## config.mk

```make
export PLATFORM = sky130hd
export DESIGN_NAME = booth_seq_mul
export DESIGN_NICKNAME = d
export VERILOG_FILES = /design/src/rtl/booth_pkg.sv /design/src/rtl/booth_step.sv /design/src/rtl/booth_seq_mul.sv
export SDC_FILE = /design/constraint.sdc
export NUM_CORES = 1
export LEC_CHECK = 0
export CORE_ASPECT_RATIO = 1.25
export CORE_MARGIN = 1.5
export CORE_UTILIZATION = 39
export CTS_CLUSTER_DIAMETER = 60
export CTS_CLUSTER_SIZE = 12
export DETAILED_ROUTE_END_ITERATION = 6
export GPL_TIMING_DRIVEN = 0
export HOLD_SLACK_MARGIN = 0.1
export SLEW_MARGIN = 25
export SYNTH_ARGS = -nofsm -noshare
export SYNTH_HDL_FRONTEND = slang
export SYNTH_SLANG_ARGS = --single-unit
export TNS_END_PERCENT = 10
```

## constraint.sdc

```tcl
create_clock -name clk -period 7.57 [get_ports clk]
set_clock_uncertainty 0.15 [all_clocks]
set_input_delay 1.1355 -clock clk [delete_from_list [all_inputs] [get_ports clk]]
set_output_delay 1.1355 -clock clk [all_outputs]
set_load 0.01 [all_outputs]
```

## src/rtl/booth_pkg.sv

```systemverilog
// Shared types and helpers for the sequential Booth multiplier.
// Radix-4 recoding is only used when BOOTH_RADIX4_EN is defined.
package booth_pkg;

    typedef enum logic [1:0] {
        IDLE,
        CALC,
        DONE
    } state_t;

    localparam logic [1:0] PAIR_ADD = 2'b01;
    localparam logic [1:0] PAIR_SUB = 2'b10;

    typedef enum logic [2:0] {
        ZERO,
        PM,
        P2M,
        NM,
        N2M
    } r4_t;

    function automatic r4_t r4_recode(input logic [2:0] bits);
        r4_t sel;
        case (bits)
            3'b001, 3'b010: sel = PM;
            3'b011:         sel = P2M;
            3'b100:         sel = N2M;
            3'b101, 3'b110: sel = NM;
            default:        sel = ZERO;
        endcase
        return sel;
    endfunction

    function automatic int step_count(input int width, input bit radix4);
        return radix4 ? (width + 2) / 2 : width + 2;
    endfunction

endpackage

```

## src/rtl/booth_step.sv

```systemverilog
// One Booth iteration: add/sub of the multiplicand, then arithmetic shift.
// Radix-2 by default; radix-4 (shift by 2) when BOOTH_RADIX4_EN is defined.
module booth_step
    import booth_pkg::*;
#(
    parameter int E = 18
) (
    input  logic [E-1:0] acc,
    input  logic [E-1:0] q,
    input  logic         q_m1,
    input  logic [E-1:0] m,
    output logic [E-1:0] acc_next,
    output logic [E-1:0] q_next,
    output logic         q_m1_next
);

`ifdef BOOTH_RADIX4_EN
    // Two guard bits keep +/-2M and the running sum exact before the shift.
    logic [E+1:0] ax;
    logic [E+1:0] mx;
    logic [E+1:0] sum;
    r4_t          sel;

    assign ax  = {{2{acc[E-1]}}, acc};
    assign mx  = {{2{m[E-1]}}, m};
    assign sel = r4_recode({q[1:0], q_m1});

    always_comb begin
        sum = ax;
        unique case (sel)
            PM:      sum = ax + mx;
            P2M:     sum = ax + (mx << 1);
            NM:      sum = ax - mx;
            N2M:     sum = ax - (mx << 1);
            default: sum = ax;
        endcase
    end

    assign acc_next  = sum[E+1:2];
    assign q_next    = {sum[1:0], q[E-1:2]};
    assign q_m1_next = q[1];
`else
    logic [1:0]   pair;
    logic [E-1:0] sum;

    assign pair = {q[0], q_m1};

    always_comb begin
        sum = acc;
        unique case (pair)
            PAIR_SUB: sum = acc - m;
            PAIR_ADD: sum = acc + m;
            default:  sum = acc;
        endcase
    end

    assign acc_next  = {sum[E-1], sum[E-1:1]};
    assign q_next    = {sum[0], q[E-1:1]};
    assign q_m1_next = q[0];
`endif

endmodule

```

## src/rtl/booth_seq_mul.sv

```systemverilog
// Iterative Booth multiplier behind valid/ready handshakes, signed or unsigned.
// Define BOOTH_RADIX4_EN for radix-4 recoding (half the steps).
module booth_seq_mul
    import booth_pkg::*;
#(
    parameter int WIDTH = 16
) (
    input  logic                 clk,
    input  logic                 rst_n,
    input  logic                 in_valid,
    output logic                 in_ready,
    input  logic                 is_signed,
    input  logic [WIDTH-1:0]     a,
    input  logic [WIDTH-1:0]     b,
    output logic                 out_valid,
    input  logic                 out_ready,
    output logic [2*WIDTH-1:0]   product
);

`ifdef BOOTH_RADIX4_EN
    localparam bit RADIX4 = 1'b1;
`else
    localparam bit RADIX4 = 1'b0;
`endif

    localparam int E     = WIDTH + 2;
    localparam int CW    = $clog2(E + 1);
    localparam int STEPS = step_count(WIDTH, RADIX4);
    localparam logic [CW-1:0] LAST = CW'(STEPS - 1);

    state_t        state;
    logic [E-1:0]  acc;
    logic [E-1:0]  q;
    logic [E-1:0]  m;
    logic          q_m1;
    logic [CW-1:0] cnt;

    logic [E-1:0]  acc_n;
    logic [E-1:0]  q_n;
    logic          q_m1_n;

    function automatic logic [E-1:0] ext(input logic [WIDTH-1:0] v,
                                         input logic s);
        return s ? {{2{v[WIDTH-1]}}, v} : {2'b00, v};
    endfunction

    booth_step #(
        .E(E)
    ) u_step (
        .acc       (acc),
        .q         (q),
        .q_m1      (q_m1),
        .m         (m),
        .acc_next  (acc_n),
        .q_next    (q_n),
        .q_m1_next (q_m1_n)
    );

    assign in_ready = (state == IDLE);

    always_ff @(posedge clk or negedge rst_n) begin
        if (!rst_n) begin
            state     <= IDLE;
            acc       <= '0;
            q         <= '0;
            m         <= '0;
            q_m1      <= 1'b0;
            cnt       <= '0;
            out_valid <= 1'b0;
            product   <= '0;
        end else begin
            unique case (state)
                IDLE: begin
                    if (in_valid) begin
                        acc   <= '0;
                        q     <= ext(a, is_signed);
                        m     <= ext(b, is_signed);
                        q_m1  <= 1'b0;
                        cnt   <= '0;
                        state <= CALC;
                    end
                end
                CALC: begin
                    acc  <= acc_n;
                    q    <= q_n;
                    q_m1 <= q_m1_n;
                    cnt  <= cnt + 1'b1;
                    if (cnt == LAST) begin
                        // Product is the low 2*WIDTH bits of {A,Q}.
                        product   <= {acc_n[WIDTH-3:0], q_n};
                        out_valid <= 1'b1;
                        state     <= DONE;
                    end
                end
                DONE: begin
                    if (out_ready) begin
                        out_valid <= 1'b0;
                        state     <= IDLE;
                    end
                end
                default: state <= IDLE;
            endcase
        end
    end

endmodule
```

Word-level counts from Yosys, hierarchy flattened --
Cells that the tools add are included.
Storage, ports and cells: register bits after elaboration 95, logic and storage cells 45
Cells by class: add/sub/neg operators 3, mux-type cells 18, equal/unequal tests 8, reduce and logical (&&, ||, !) cells 8
Operators with widths (count):
- 18-bit case mux with 2 select lines | 3
- 18-bit two-way mux | 4
- 18-bit adder | 1
- 18-bit subtractor | 1
- 5-bit case mux with 2 select lines | 1
- 2-bit two-way mux | 3
- 2-bit != test, second input constant | 3
- 2-bit case mux with 3 select lines | 1
- 2-bit AND reduction | 3
- 3-bit AND reduction | 2
- 5-bit by 1-bit adder with 5-bit output, second input constant | 1
- 5-bit == test, second input constant | 1
- 5-bit two-way mux | 1
- 2-bit by 1-bit == test with 1-bit output, second input constant | 2
- 2-bit == test, second input constant | 2
- 1-bit case mux with 2 select lines | 2
- 2-bit nonzero test | 2
- 1-bit two-way mux | 3
- 2-bit zero test | 1

Longest topological paths before layout --
depth after elaboration 3, depth in mapped cells 15

Hierarchy --
A second synthesis with hierarchy kept.
Second synthesis, totals: cell total of the unflattened synthesis 576, area total of the unflattened synthesis 5592.9 um^2
Modules (own cells, without submodules):
- booth_seq_mul | instances 1, cells each 355, seq. area each 2352.3 um^2, area each 4035.1 um^2
- booth_step | instances 1, cells each 221, seq. area each 0.0 um^2, area each 1557.7 um^2

Least setup slack after synthesis --
OpenSTA, ideal clock, no wires.
path type reg-to-reg, start point register m[8], end point register acc[16], data arrival time 3500 ps, library setup time 118 ps, stages on the path, launching flop included 13, slack 3802 ps, path buffers 0, cells stage by stage dfrtp_1 > or4_4 > or3_4 > nor4b_1 > nor2_1 > xor2_1 > ha_1 > and3_1 > nand2_1 > a2111o_1 > a21o_1 > a31o_2 > a21o_1
On the way: longest elaborated chain between the ends 3, elaborated cells on any way between the ends 4, those cells by class 2 x add/sub; 2 x mux
RTL lines:
- start, declared | RTL line booth_seq_mul.sv:34 | logic [E-1:0] m;
- start signal, assigned | RTL line booth_seq_mul.sv:77 | m <= ext(b, is_signed);
- 18-bit adder or 18-bit subtractor (tied branches) | RTL line booth_step.sv:52, booth_step.sv:51
- 18-bit case mux with 2 select lines * | RTL line booth_step.sv:50 | unique case (pair)
- 18-bit case mux with 2 select lines * | RTL line booth_seq_mul.sv:72 | unique case (state)
- end signal, assigned | RTL line booth_seq_mul.sv:84 | acc <= acc_n;
- end, declared | RTL line booth_seq_mul.sv:32 | logic [E-1:0] acc;
Every way passes the cells marked *; elsewhere a longest branch is shown, timed or not. A chain may end at the register's enable or synchronous reset.

Final worst setup path --
start point register m[0], end point register acc[16]
Same word-level chain as after synthesis.

==> impl_results.md <==
* Total CTS buffers at 9
* Top cells by area, synth: dfrtp_1, nand2_1, ha_1, o21ai_0, xor2_1
* Post-DR vias/cell at 5.35
* Overall power at 3.56 mW
* Status: complete, no violations
* Initial drt markers at 205
* Worst Path Arrival at ~4.3 ns
* Critical path type: register to register
* Worst setup SP type: register
* Crit. End Element: register
* CTS tree: done
* R2R depth at 14
* Flop-to-flop setup slack at 3.40 ns
* Chip height at 129 µm
* Routed Wire Length at 13000 µm
* Vias at 4381
* Post-synth EDFFs at 0
* Post-CTS Setup Bufs at 0
* Max Clk Rate at 240 MHz
* WL/cell at roughly 16 µm
* Max-slew violations at 0
* Skew-Pair Late Insertion Delay at 0.34 ns
* Total Die Area at 13400 µm²
* Post-synthesis async set-or-reset flop share at 1.00
* Share of layout cells above drive strength 1 at 0.0382
* Clock Pin Slew Worst Setup and Hold Paths at 0.07 ns
* Worst slew margin at 0.439
* Synth Cell Area at between 4000 and 5000 µm²
* Worst Path Required at a little under 8 ns
* Synth unique cells at 48
* P&R area growth vs syn at 25.8%
* Peak supply drop at 0.000235 V
* Total negative setup slack at 0 ns
* Port Buf Inserts at 70
* Total track usage at 0.205
* Worst-Margin Slew at about 0.83 ns
* Effective utilization at floorplan at 0.404
* Largest net degree at the start of global routing at 52
* #FFs+latches synth at 93
* Fill cell count at 1211
* CP endpoint: acc[16]
* Root Driver: clkbuf_16
* # IOs at 71
* DIE WIDTH at slightly above 100 µm
* Cell leakage power at 2.82 nW
* Post-route ant nets at 0
* Power density over the cells at 571 nW/µm²
* Critical path peak fanout at 8
* Post-Layout Inst Area at just over 6000 µm²
* Most frequent cells in the layout: nand2_1, dfrtp_1, clkdlybuf4s50_1
* Primary FF master, synth: dfrtp_1
* Core area at 12300 µm²
* Final Hold Vio Count at 0
* Yosys top cell by area: dfrtp_1
* Post-DP Area at 5890 µm²
* Reg2reg end: acc[16]
* Launch point of the worst path: m[0]
* TritonRoute pass-1 iters at 4
* Hold_buf cts at 0
* Grt ovf at 0
* Nets at between 700 and 800
* First-pass GRT wire length at around 22000 µm
* Antenna Cells at 0
* Warnings from Yosys at 0
* Vias in the first global route at 4330
* Tcrit/Tclk final at 0.550
* Post-Syn Nets at 628
* Final Setup Violations at 0
* Post-Synthesis Cells at about 570
* Max Cap Violations at 0
* H-tree Lvls at 3
* Max Root-Sink Buffers at 2
* Hold Crit Class: register to register
* CTS Sinks at between 90 and 100
* Top cell type's share of synthesized area at 0.470
* Placer Congestion at around 0.85
* Initial antenna violation count at 0
* R2r startpoint: m[0]
* Mean post-synth cell area at roughly 8.7 µm²
* FP Rows at 45
* Commonest non-fill, non-tap cell in the layout: nand2_1
* Post-CTS resize count at 0
* DP HPWL at 9830 µm
* Tmin final at between 4 and 5 ns
* Register area share after synthesis at 0.470
* DRC Markers at 0
* Unrepaired setup endpoints after global routing: no
critical path, stage by stage, from the launching register on:
cell and delay [ns]:
dfrtp_1 0.41, inv_1 0.08, ha_1 0.17, nand2b_1 0.08
nor4_1 0.64, nor4b_1 0.41, nor2_1 0.09, xor2_1 0.16
ha_1 0.42, and3_1 0.26, nand2_1 0.08, a2111o_1 0.44
a21o_1 0.25, a2111oi_4 0.35, a21o_1 0.12
flip-flops by register name (all words and copies together), names as in the netlist:
signal     cells
q             18
q_m1           1
out_valid      1
state          2
product       32
acc           17
cnt            5
m             17
cell type report:
| class | count | area, µm² | area share |
|---|---|---|---|
| buffer | 31 | 116 | 0.0187 |
| clock buffer | 9 | 225 | 0.0361 |
| clock inverter | 6 | 119 | 0.0191 |
| inverter | 9 | 33.8 | 0.00542 |
| multi-input combinational | 436 | 2480 | 0.398 |
| sequential | 93 | 2330 | 0.373 |
| tap | 164 | 205 | 0.0329 |
| timing repair buffer | 71 | 729 | 0.117 |
report_power, final:
group          switching (mW)  total, mW  internal (mW)
clock                   0.204      0.530          0.326
sequential              0.202      0.933          0.731
combinational            1.20       2.10          0.893
total                    1.61       3.56           1.95
worst min path at each step:
stage,startpoint,to,slack [ns],cells after the start
3_3_place_gp,product[11],product[11],0.31,2
3_5_place_dp,product[15],product[15],0.31,2
6_report,product[15],product[15],0.32,2
5_1_grt,product[15],product[15],0.35,2
4_1_cts,product[6],product[6],0.33,2
2_1_floorplan,cnt[4],cnt[4],0.30,1
per-stage QoR:
stage / hold WS, ns / setup slack, ns / utilization / std cells
floorplan: 0.299 / 3.80 / - / 569
global placement: 0.310 / 1.71 / 0.478 / 803
detailed placement: 0.312 / 3.43 / 0.480 / 804
CTS: 0.329 / 3.37 / 0.508 / 819
global route: 0.355 / 3.06 / 0.508 / 819
finish: 0.325 / 3.40 / 0.508 / 819
metal layers:
metal	track usage	share of wire	up-vias
met4	0.0629	0.012	0
met2	0.370	0.52	94
li1	-	-	2116
met3	0.0327	0.046	14
met1	0.254	0.43	2157
met5	0	0	-
cells by family (layout without fill, tap and decap cells):
kind of cell / count (synthesis) / count (layout) / synth area share
buffers and inverters: 40 / 126 / 0.0303
adders and majority gates: 22 / 22 / 0.0571
DFF: 93 / 93 / 0.470
xor gates and xnor gates: 28 / 28 / 0.0495
muxes: 5 / 5 / 0.0106
AOI/OAI and AO/OA: 124 / 124 / 0.158
and+or+nand+nor: 257 / 257 / 0.225
synthesized netlist by cell type (3+ instances only):
cell,count
a21o_1,8
a21oi_1,25
a22oi_1,14
a31oi_1,10
and2_1,5
clkbuf_1,29
dfrtp_1,93
ha_1,21
inv_1,9
mux2i_1,3
nand2_1,159
nand2b_1,3
nand3_1,25
nand4_1,4
nor2_1,37
nor2b_1,6
nor3_1,3
nor4_1,3
o21ai_0,44
o22ai_1,3
o311ai_0,3
xnor2_1,7
xor2_1,21
Power figures use the tool's default switching activity.
